`config.mk`:
```
export PLATFORM = sky130hd
export DESIGN_NAME = interrupt_controller_flat
export DESIGN_NICKNAME = d
export VERILOG_FILES = /design/src/rtl/interrupt_controller_pkg.sv /design/src/rtl/interrupt_controller_if.sv /design/src/rtl/interrupt_controller_key_debounce.sv /design/src/rtl/interrupt_controller.sv /design/src/flat_wrapper.sv
export SDC_FILE = /design/constraint.sdc
export NUM_CORES = 1
export LEC_CHECK = 0
export BUFFER_PORTS_ARGS = -buffer_cell sky130_fd_sc_hd__clkbuf_2
export CAP_MARGIN = 20
export CORE_ASPECT_RATIO = 1.1
export CORE_MARGIN = 3
export CORE_UTILIZATION = 40
export CTS_CLUSTER_SIZE = 30
export DETAILED_ROUTE_END_ITERATION = 6
export MAX_ROUTING_LAYER = met4
export PLACE_DENSITY = 0.69
export SLEW_MARGIN = 20
export SYNTH_ARGS = -nofsm -noshare
export SYNTH_HDL_FRONTEND = slang
export SYNTH_SLANG_ARGS = --single-unit
```
`constraint.sdc`:
```
create_clock -name clk -period 2.7 [get_ports clk]
set_clock_uncertainty 0.1 [all_clocks]
set_input_delay 0.54 -clock clk [delete_from_list [all_inputs] [get_ports clk]]
set_output_delay 0.54 -clock clk [all_outputs]
set_load 0.02 [all_outputs]
```
`src/rtl/interrupt_controller_pkg.sv`:
```
// interrupt_controller_pkg: shared FSM state encoding and default code width for controller, CPU FSM and benches
package interrupt_controller_pkg;
  localparam int CODE_W_DEF = 8;
  typedef enum logic [1:0] {IDLE = 2'b00, REQ = 2'b01, SERVICE = 2'b10} irq_state_e;
endpackage

```
`src/rtl/interrupt_controller_if.sv`:
```
// interrupt_controller_if: CPU-side bundle; master (CPU) drives irq_enable/irq_ack/irq_done, slave (controller) drives irq/irq_code/irq_active/pending/overflow
interface interrupt_controller_if #(parameter int CODE_W = interrupt_controller_pkg::CODE_W_DEF);
  logic irq_enable, irq_ack, irq_done, irq, irq_active, pending, overflow;
  logic [CODE_W-1:0] irq_code;
  modport master(output irq_enable, irq_ack, irq_done, input irq, irq_code, irq_active, pending, overflow);
  modport slave(input irq_enable, irq_ack, irq_done, output irq, irq_code, irq_active, pending, overflow);
endinterface

```
`src/rtl/interrupt_controller_key_debounce.sv`:
```
// key_debounce: two-flop synchronizer, debounce counter and one-cycle press pulse (clk, reset, key_n_i raw active-low button -> press_evt_o); presses are armed only after a released key is seen post-reset
module key_debounce #(parameter int DEBOUNCE_CYCLES = 1) (
  input  logic clk,
  input  logic reset,
  input  logic key_n_i,
  output logic press_evt_o
);
  localparam int CW = $clog2(DEBOUNCE_CYCLES + 1);
  logic sync1_q, sync2_q, db_q, armed_q, press_q, hit;
  logic [1:0] warm_q;
  logic [CW-1:0] cnt_q;
  assign hit = sync2_q != db_q && cnt_q == CW'(DEBOUNCE_CYCLES - 1);
  always_ff @(posedge clk)
    if (reset) begin
      sync1_q <= 1'b1;
      sync2_q <= 1'b1;
      db_q <= 1'b1;
      cnt_q <= '0;
      warm_q <= '0;
      armed_q <= 1'b0;
      press_q <= 1'b0;
    end else begin
      sync1_q <= key_n_i;
      sync2_q <= sync1_q;
      cnt_q <= (sync2_q == db_q || hit) ? '0 : cnt_q + 1'b1;
      db_q <= hit ? sync2_q : db_q;
      warm_q <= {warm_q[0], 1'b1};
      armed_q <= armed_q | (warm_q[1] & sync2_q & db_q);
      press_q <= hit & ~sync2_q & armed_q;
    end
  assign press_evt_o = press_q;
endmodule

```
`src/rtl/interrupt_controller.sv`:
```
// interrupt_controller: debounced key press -> CPU interrupt request with one-deep queue (clk, reset, key_n, sw_code in; bus: irq_enable/irq_ack/irq_done in, irq/irq_code/irq_active/pending/overflow out)
module interrupt_controller
  import interrupt_controller_pkg::*;
#(
  parameter int DEBOUNCE_CYCLES = 1,
  parameter int CODE_W = CODE_W_DEF
) (
  input logic clk,
  input logic reset,
  input logic key_n,
  input logic [CODE_W-1:0] sw_code,
  interrupt_controller_if.slave bus
);
  irq_state_e state_q, state_d;
  logic [CODE_W-1:0] code_q, code_d, qcode_q, qcode_d;
  logic pend_q, pend_d, ovf_q, ovf_d, press, irq, ack_fire, done_fire;
  key_debounce #(.DEBOUNCE_CYCLES(DEBOUNCE_CYCLES)) u_deb (
    .clk(clk),
    .reset(reset),
    .key_n_i(key_n),
    .press_evt_o(press)
  );
  assign irq = state_q == REQ && bus.irq_enable;
  assign ack_fire = irq && bus.irq_ack;
  assign done_fire = state_q == SERVICE && bus.irq_done;
  always_comb begin
    state_d = state_q;
    code_d = code_q;
    qcode_d = qcode_q;
    pend_d = pend_q;
    ovf_d = ovf_q;
    if (state_q == IDLE) begin
      state_d = press ? REQ : IDLE;
      code_d = press ? sw_code : code_q;
    end else if (done_fire) begin
      state_d = (pend_q || press) ? REQ : IDLE;
      code_d = pend_q ? qcode_q : press ? sw_code : code_q;
      qcode_d = (pend_q && press) ? sw_code : qcode_q;
      pend_d = pend_q && press;
    end else begin
      state_d = ack_fire ? SERVICE : state_q;
      qcode_d = (press && !pend_q) ? sw_code : qcode_q;
      pend_d = pend_q || press;
      ovf_d = ovf_q || (press && pend_q);
    end
  end
  always_ff @(posedge clk)
    if (reset) begin
      state_q <= IDLE;
      code_q <= '0;
      qcode_q <= '0;
      pend_q <= 1'b0;
      ovf_q <= 1'b0;
    end else begin
      state_q <= state_d;
      code_q <= code_d;
      qcode_q <= qcode_d;
      pend_q <= pend_d;
      ovf_q <= ovf_d;
    end
  assign bus.irq = irq;
  assign bus.irq_code = code_q;
  assign bus.irq_active = state_q == SERVICE;
  assign bus.pending = pend_q;
  assign bus.overflow = ovf_q;
endmodule

```
`src/flat_wrapper.sv`:
```
// flat-port wrapper written by rule: the top's interface ports become plain ports
module interrupt_controller_flat import interrupt_controller_pkg::*;
#(
  parameter int DEBOUNCE_CYCLES = 1,
  parameter int CODE_W = CODE_W_DEF
)
  (clk, reset, key_n, sw_code, bus_irq_enable, bus_irq_ack, bus_irq_done, bus_irq, bus_irq_code, bus_irq_active, bus_pending, bus_overflow);
  interrupt_controller_if #(.CODE_W(CODE_W)) bus_i ();
  input logic clk;
  input logic reset;
  input logic key_n;
  input logic [CODE_W-1:0] sw_code;
  input wire logic [$bits(bus_i.irq_enable)-1:0] bus_irq_enable;
  input wire logic [$bits(bus_i.irq_ack)-1:0] bus_irq_ack;
  input wire logic [$bits(bus_i.irq_done)-1:0] bus_irq_done;
  output wire logic [$bits(bus_i.irq)-1:0] bus_irq;
  output wire logic [$bits(bus_i.irq_code)-1:0] bus_irq_code;
  output wire logic [$bits(bus_i.irq_active)-1:0] bus_irq_active;
  output wire logic [$bits(bus_i.pending)-1:0] bus_pending;
  output wire logic [$bits(bus_i.overflow)-1:0] bus_overflow;
  assign bus_i.irq_enable = bus_irq_enable;
  assign bus_i.irq_ack = bus_irq_ack;
  assign bus_i.irq_done = bus_irq_done;
  assign bus_irq = bus_i.irq;
  assign bus_irq_code = bus_i.irq_code;
  assign bus_irq_active = bus_i.irq_active;
  assign bus_pending = bus_i.pending;
  assign bus_overflow = bus_i.overflow;
  interrupt_controller #(.DEBOUNCE_CYCLES(DEBOUNCE_CYCLES), .CODE_W(CODE_W)) u_core (.clk(clk), .reset(reset), .key_n(key_n), .sw_code(sw_code), .bus(bus_i));
endmodule
```
## Word-level counts from Yosys, hierarchy flattened

Index checks and enable logic that the tools add are counted.

| word-level totals | value |
|---|---|
| output and inout port bits | 12 |
| register bits after elaboration | 28 |
| word-level logic and storage cells | 59 |

| cells by class | value |
|---|---|
| equal/unequal tests | 5 |
| $add $sub $neg | 1 |
| mux-type cells | 14 |
| reduce and logical (&&, ||, !) cells | 17 |
| bitwise logic cells | 9 |

Operators by type and width:

| cell | number |
|---|---|
| two-way mux 8 bit | 7 |
| logical AND 1 bit | 6 |
| two-way mux 2 bit | 3 |
| bitwise AND 1 bit | 4 |
| two-way mux 1 bit | 4 |
| NOT 1 bit | 4 |
| nonzero test 2 bit | 2 |
| logical OR 1 bit | 3 |
| AND reduction 3 bit | 1 |
| nonzero test 3 bit | 1 |
| == test 2 x 1 -> 1 bit, second input constant | 1 |
| == test 2 bit, second input constant | 1 |
| logical NOT 2 bit | 1 |
| inequality test 2 bit, second input constant | 1 |
| AND reduction 2 bit | 1 |
| OR reduction 2 bit | 1 |
| adder 1 bit, second input constant | 1 |
| == test 1 bit | 1 |
| logical NOT 1 bit | 1 |
| inequality test 1 bit | 1 |
| bitwise OR 1 bit | 1 |

## Depth between registers and ports, before layout

Gate-level depths: netlist of the first run.

| logic depth | value |
|---|---|
| depth in word-level cells | 6 |
| mapped depth | 5 |

## Modules after synthesis

Synthesis of the first run repeated with hierarchy kept, for this count alone.

| second synthesis, totals | value |
|---|---|
| cell total of the unflattened synthesis | 114 |
| area total of the unflattened synthesis | 1127.3 um^2 |

Modules (own cells, without submodules):

| module | area each (um^2) | cells an instance | instances |
|---|---|---|---|
| interrupt_controller | 904.6 | 95 | 1 |
| key_debounce | 222.7 | 19 | 1 |

## Worst setup path after synthesis of the first run

OpenSTA, ideal clock, no wires.

| timing | value |
|---|---|
| path type | in2reg |
| start | input port reset |
| end | register u_core.code_q[0], in the netlist u_core.bus.irq_code[0] |
| cell stages on the path | 4 |
| buffers on the path | 2 |
| arrival time | 1.282 ns |
| path slack | 1.247 ns |
| cells stage by stage | clkbuf_1 -> or3_1 -> buf_2 -> o2bb2ai_1 |

RTL lines:

| element | line | RTL |
|---|---|---|
| from (decl) | flat_wrapper.sv:10 | `input logic reset;` |
| to (signal assigned) | interrupt_controller.sv:56 | `code_q <= code_d;` |
| to (decl) | interrupt_controller.sv:15 | `logic [CODE_W-1:0] code_q, code_d, qcode_q, qcode_d;` |

## Worst setup path after layout of the first run

| timing | value |
|---|---|
| start | register u_core.state_q[0] |
| end | output port bus_irq |

| between the ends | value |
|---|---|
| word-level cells in the longest chain between the ends | 2 |

Ends and longest elaborated chain:

| element | line | RTL |
|---|---|---|
| from (decl) | interrupt_controller.sv:14 | `irq_state_e state_q, state_d;` |
| from (signal assigned) | interrupt_controller.sv:55 | `state_q <= state_d;` |
| == test 2 x 1 -> 1 bit | interrupt_controller.sv:23 | `assign irq = state_q == REQ && bus.irq_enable;` |
| logical AND 1 bit | interrupt_controller.sv:23 |  |
| to (decl) | flat_wrapper.sv:16 | `output wire logic [$bits(bus_i.irq)-1:0] bus_irq;` |

Every way passes these cells.

==> results of run 1 <==
-- flip-flops by register name, summed over array words and instances (netlist names) --
register and cells:
u_core.u_deb.press_evt_o 1, u_core.bus.irq_code 8, u_core.u_deb.sync1_q 1, u_core.u_deb.db_q 1, u_core.bus.pending 1, u_core.qcode_q 8, u_core.u_deb.armed_q 1, u_core.u_deb.sync2_q 1
u_core.bus.overflow 1, u_core.u_deb.warm_q 2, u_core.state_q 2, u_core.u_deb.cnt_q 1
-- report_power, final --
group          switching, mW  internal, mW  total, mW  leakage [nW]
Clock                  0.110        0.0522      0.162        0.0138
Sequential           0.00246         0.419      0.421         0.227
Combinational         0.0197        0.0147     0.0344         0.346
Total                  0.132         0.486      0.617         0.587
-- cell usage after synthesis (all sizes together) --
cell type / n
and3: 1
or2: 2
conb: 1
clkbuf: 3
o211ai: 1
o31a: 2
and4: 1
nand2: 17
o2bb2ai: 8
nand2b: 1
nor3b: 1
a31oi: 2
nor2: 4
and4b: 1
buf: 7
and2: 8
inv: 4
nor3: 2
o21a: 1
mux2i: 16
nor2b: 4
a21oi: 5
or3: 1
dfxtp: 28
o21ai: 2
a21o: 1
nand3b: 1
-- path summary, 6_finish.rpt --
kind	start	to	slack (ps)	depth (start not counted)
min reg2reg	u_core.u_deb.sync1_q	u_core.u_deb.sync2_q	320	1
max reg2reg	u_core.state_q[1]	u_core.qcode_q[3]	990	3
min	key_n	u_core.u_deb.sync1_q	300	2
max	u_core.state_q[0]	bus_irq	740	2
-- stage by stage --
step | instances | total power, mW | cell area, um^2
final | 177 | 0.617 | 1340
after global routing | 177 | 0.652 | 1340
after detailed placement | 174 | 0.465 | 1320
after global placement | 174 | 0.464 | 1320
after floorplan | 125 | 0.449 | 1210
after CTS | 177 | 0.630 | 1340
-- cell usage in the layout (no fill, tap or decap), types with 2 or more instances in the layout --
cell	instances
dfxtp_1	28
nor2b_1	3
clkbuf_2	25
mux2i_1	16
nor3_1	2
o2bb2ai_1	8
inv_1	4
or2_2	2
nand2_1	17
a31oi_1	2
a21oi_1	5
and2_1	8
nor2_1	4
clkbuf_4	3
o31a_1	2
-- layer usage --
metal / GRT usage (%) / routed length, um
met5: - / 0
met4: 4.35 / 29
met3: 3.07 / 68
met2: 21.8 / 1110
met1: 16.1 / 1040
-- worst register-to-register path, stage by stage (launching register included) --
cell and delay [ps]:
dfxtp_1 540, nor3b_1 270, o31a_1 490, mux2i_1 250
-- kinds of logic after synthesis --
logic type	after synthesis
compound gates	22
buf+inv	14
flops	28
mux	16
other cells	1
simple gates	44
-- layout make-up --
cell class	instances	area share, %
clock buffers	3	1.68
inverters	4	1.12
multi-input cells	83	42.4
flip-flops and latches	28	41.8
well taps	33	3.08
repair buffers	26	9.89
==> results by group, run 1 <==
Drt
  – Vias: 895
  – Vias per cell: 5.06
  – Post-route ant nets: 0
  – DRT iter0 DRCs: 27
  – Drt pass-1 iters: 4
  – Wire per inst: 12.7 um
  – DRC Markers: 0
  – DRT Wirelength: 2250 um

Placed design
  – Post-DP HPWL: 1630 um
  – Port-buffer cells: 25
  – Gpl congestion: 0.666
  – Place WS: 899 ps

Logic synthesis
  – Synth Area in Compound Gates: 14.0%
  – XOR/XNOR Fraction of Synth Area: 0%
  – Post-synthesis cell type count: 30
  – Largest family of logic cells by synthesized area: simple AND/OR/NAND/NOR gates
  – Multiplexer share of the synthesized area: 13.2%
  – Cell taking the most area after synthesis: dfxtp_1
  – Syn Area/Cell: 9.68 um^2
  – Post-Syn Area: 1210 um^2
  – Synth Area in Adders: 0%
  – Synthesized net count: 139
  – Ys Warns: 0
  – Seq/Total Area, Yosys: 46.3%
  – Count of mapped cells out of synthesis: 125
  – Synth top area cells: dfxtp_1 46%, mux2i_1 13%, o2bb2ai_1 5.8%
  – Synth top area share: 46.3%
  – Post-synthesis sequential element count: 28
  – Simple-gate share of the synthesized area: 19.5%

Timing
  – Slew @ Worst Pin: 503 ps
  – Fin crit share: 72.4%
  – Final Hold Vio Count: 0
  – Final setup viols: 0
  – Setup TNS: 0 ps
  – Hold Slack: 304 ps
  – Max Clock Freq: 0.511 GHz
  – Max-slew violations: 0
  – Slack of the critical path: 745 ps
  – Max_slew headroom: 66.5%
  – RSZ-0062 raised after global routing: false
  – Final min period: 1960 ps

Clock tree
  – # clock sinks: 28
  – Clock transition at path regs: 130 ps
  – Max Root-Sink Buffers: 2
  – Cts bufs inserted: 3
  – Htree depth: 1
  – CTS tree: yes
  – Worst skew pair latency: 320 ps
  – Resize count post-CTS: 0
  – CTS Hold Bufs: 0
  – Postcts setup bufs: 0
  – CTS root buffer: clkbuf_4

Die
  – Die area: 3720 um^2
  – DIE WIDTH: 58.4 um
  – FP Rows: 20
  – Die Y: 63.7 um
  – CORE AREA: 2830 um^2
  – Boundary Pins: 26
  – Initial Util: 42.8%

Cells and area
  – Share of layout cells above drive strength 1: 22.9%
  – Reg area: 561 um^2
  – N_diodes: 0
  – Fillcell total: 274
  – Area of the multi-input gates: 569 um^2
  – P&R area growth vs syn: 10.9%
  – Post-Route Utilization: 47.4%
  – Layout Nets: 160

Global route
  – Grt total ovfl: 0
  – Largest net degree at the start of global routing: 21
  – First-pass GRT wire length: 3790 um
  – GRT Util Overall: 13.4%
  – Initial antenna violation count: 0
  – Vias in the first global route: 850

Worst setup path
  – Crit-path max cell delay: 620 ps
  – CP Data Required Time: 2060 ps
  – Crit start category: register
  – Crit-path leading delay family: flip-flops
  – Crit end category: output port
  – Worst EP arrival: 1320 ps
  – CP max-delay cell: dfxtp_1
  – CP Buf/Inv Count: 1
  – CP Class: reg -> out
  – Worst-path cell chain: and3_1, clkbuf_2
  – Crit path max fanout: 13

Outcome
  – Outcome: completed

Pwr
  – Lkg Pwr: 0.587 nW
  – Peak VDD IR: 0.329 mV
  – Power per cell area: 460 nW/um^2

Flow run
  – Max-cap viol count: 0

Worst hold path
  – Worst hold path type: in -> reg
No activity file was read; power rests on OpenSTA's default activity.
==> run 2: changes to the inputs <==
ABC_AREA = 1   (was default)
PLACE_DENSITY = 0.68   (was 0.69)
clock period = 2 ns   (was 2.7 ns; I/O delays follow)
==> results by group, run 2 <==
Drt
  – Post-route ant nets: 0
  – DRT iter0 DRCs: 41
  – Wire per inst: 11.7 um
  – Vias: 1123
  – DRT Wirelength: 2630 um
  – DRC Markers: 0
  – Drt pass-1 iters: 4
  – Vias per cell: 4.99

Cells and area
  – Most frequent cells in the layout: 30 x nand2_1, 28 x dfxtp_1, 25 x clkbuf_2, 24 x o21ai_0, 22 x inv_1
  – Post-Route Utilization: 48.8%
  – N_diodes: 0
  – P&R area growth vs syn: 11.3%
  – Most common cell after layout, fill and taps aside: nand2_1
  – Share of layout cells above drive strength 1: 22.9%
  – Final cell count without fillers: 225
  – Fillcell total: 279
  – Layout Nets: 208

Pwr
  – Power per cell area: 595 nW/um^2
  – Gate power share: 6.0%
  – Total power: 0.851 mW
  – Clock share of power: 26.7%
  – Sequential share of power: 67.2%
  – Peak VDD IR: 0.462 mV
  – Sw power: 0.191 mW
  – Sw Ratio: 22.4%
  – Cell Int Power: 0.661 mW
  – Lkg Pwr: 0.612 nW

Placed design
  – Gpl congestion: 0.767
  – Cell count after placement: 222
  – Post-DP HPWL: 1890 um
  – Port-buffer cells: 25

Worst hold path
  – Worst hold path type: in -> reg
  – Critical hold path startpoint: key_n
  – Hold Path Depth: 2
  – Hold path endpoint: u_core.u_deb.sync1_q

Global route
  – Initial antenna violation count: 0
  – GRT Util Overall: 15.2%
  – Vias in the first global route: 1052
  – Largest net degree at the start of global routing: 20
  – Grt total ovfl: 0
  – First-pass GRT wire length: 4520 um

Worst setup path
  – Worst R2R Start: u_core.state_q[0]
  – Crit end category: output port
  – Crit start category: register
  – Worst-path cell chain: nand2_1, nor2_1, clkbuf_2
  – Endpoint of the worst register-to-register path: u_core.state_q[0]
  – Crit-path max cell delay: 470 ps
  – Worst EP arrival: 1180 ps
  – CP max-delay cell: dfxtp_1
  – Reg2Reg Depth: 5
  – CP Buf/Inv Count: 1
  – CP Class: reg -> out
  – Crit path max fanout: 5
  – Crit-path leading delay family: flip-flops
  – CP Data Required Time: 1500 ps
  – Reg2reg setup slack: 560 ps

Logic synthesis
  – Syn Area/Cell: 7.60 um^2
  – Post-synth top cells: 30 x nand2_1, 28 x dfxtp_1, 24 x o21ai_0
  – Post-synth EDFFs: 0
  – Most used DFF post-synth: dfxtp_1
  – Post-synthesis cell type count: 27
  – Post-synthesis sequential element count: 28
  – Seq/Total Area, Yosys: 43.6%
  – Synth top area share: 43.6%
  – Synth top area cells: dfxtp_1 44%, o21ai_0 9.3%, nand2_1 8.8%
  – Count of mapped cells out of synthesis: 169
  – Ys async rst share: 0%
  – Count leader, synth: nand2_1
  – Post-Syn Area: 1280 um^2
  – Ys Warns: 0
  – Cell taking the most area after synthesis: dfxtp_1
  – Synthesized net count: 183

Clock tree
  – CTS Hold Bufs: 0
  – Htree depth: 1
  – Max Root-Sink Buffers: 2
  – Cts bufs inserted: 3
  – Clock transition at path regs: 130 ps
  – # clock sinks: 28
  – Worst skew pair latency: 320 ps
  – Resize count post-CTS: 0
  – CTS tree: yes
  – Postcts setup bufs: 0
  – CTS root buffer: clkbuf_4

Timing
  – Setup TNS: 0 ps
  – Max-slew violations: 0
  – RSZ-0062 raised after global routing: false
  – Final Hold Vio Count: 0
  – Max Clock Freq: 0.594 GHz
  – Hold Slack: 159 ps
  – Fin crit share: 84.2%
  – Final setup viols: 0
  – Final min period: 1680 ps

Die
  – DIE WIDTH: 60.0 um
  – Die area: 3930 um^2
  – FP Rows: 20
  – Initial Util: 43.9%
  – Boundary Pins: 26
  – Die Y: 65.4 um
  – CORE AREA: 2930 um^2

Outcome
  – Outcome: completed

Flow run
  – Max-cap viol count: 0
==> run 2: how the worst max path moves through the flow <==
stage                       startpoint                       end  slack (ps)  cells past startpoint
floorplan           u_core.bus.pending         u_core.qcode_q[0]         680                      6
global placement                 reset    u_core.bus.irq_code[2]         580                      5
detailed placement               reset  u_core.u_deb.press_evt_o         530                      4
CTS                  u_core.state_q[0]                   bus_irq         300                      3
global route         u_core.state_q[0]                   bus_irq         200                      3
finish               u_core.state_q[0]                   bus_irq         320                      3
==> run 2: area by class of cell <==
type	instances	area [um^2]	area share [%]
Multi-Input combinational cell	111	579	40.5
Sequential cell	28	561	39.2
Timing Repair Buffer	27	140	9.80
Inverter	23	86.3	6.04
Tap cell	33	41.3	2.89
Clock buffer	3	22.5	1.57
==> run 2: kinds of logic after synthesis <==
group                  synth area share [%]
muxes                                 0.779
AOI/OAI and AO/OA                      19.3
other                                 0.292
and+or+nand+nor                        24.7
DFF                                    43.6
buffers and inverters                  11.3
==> run 2: metal layers <==
metal  vias up  part of all wire, %  global-route usage, %
li1        591                    -                      -
met1       511                   48                   18.4
met2        19                   47                   25.5
met3         2                  3.6                   2.36
met4         0                 0.80                   4.99
met5         -                    0                      -
==> run 2: power by group through the flow <==
| stage | Combinational [mW] | Sequential [mW] | Clock [mW] |
|---|---|---|---|
| after floorplan | 0.0284 | 0.585 | 0 |
| after global placement | 0.0505 | 0.584 | 0 |
| after detailed placement | 0.0516 | 0.584 | 0 |
| after CTS | 0.0518 | 0.572 | 0.234 |
| after global routing | 0.0588 | 0.574 | 0.263 |
| final | 0.0513 | 0.572 | 0.228 |
==> run 2: through the flow <==
step                setup WS (ps)  instance area (um^2)
floorplan                     682                  1280
detailed placement            529                  1410
global route                  202                  1430
global placement              580                  1410
finish                        316                  1430
CTS                           301                  1430
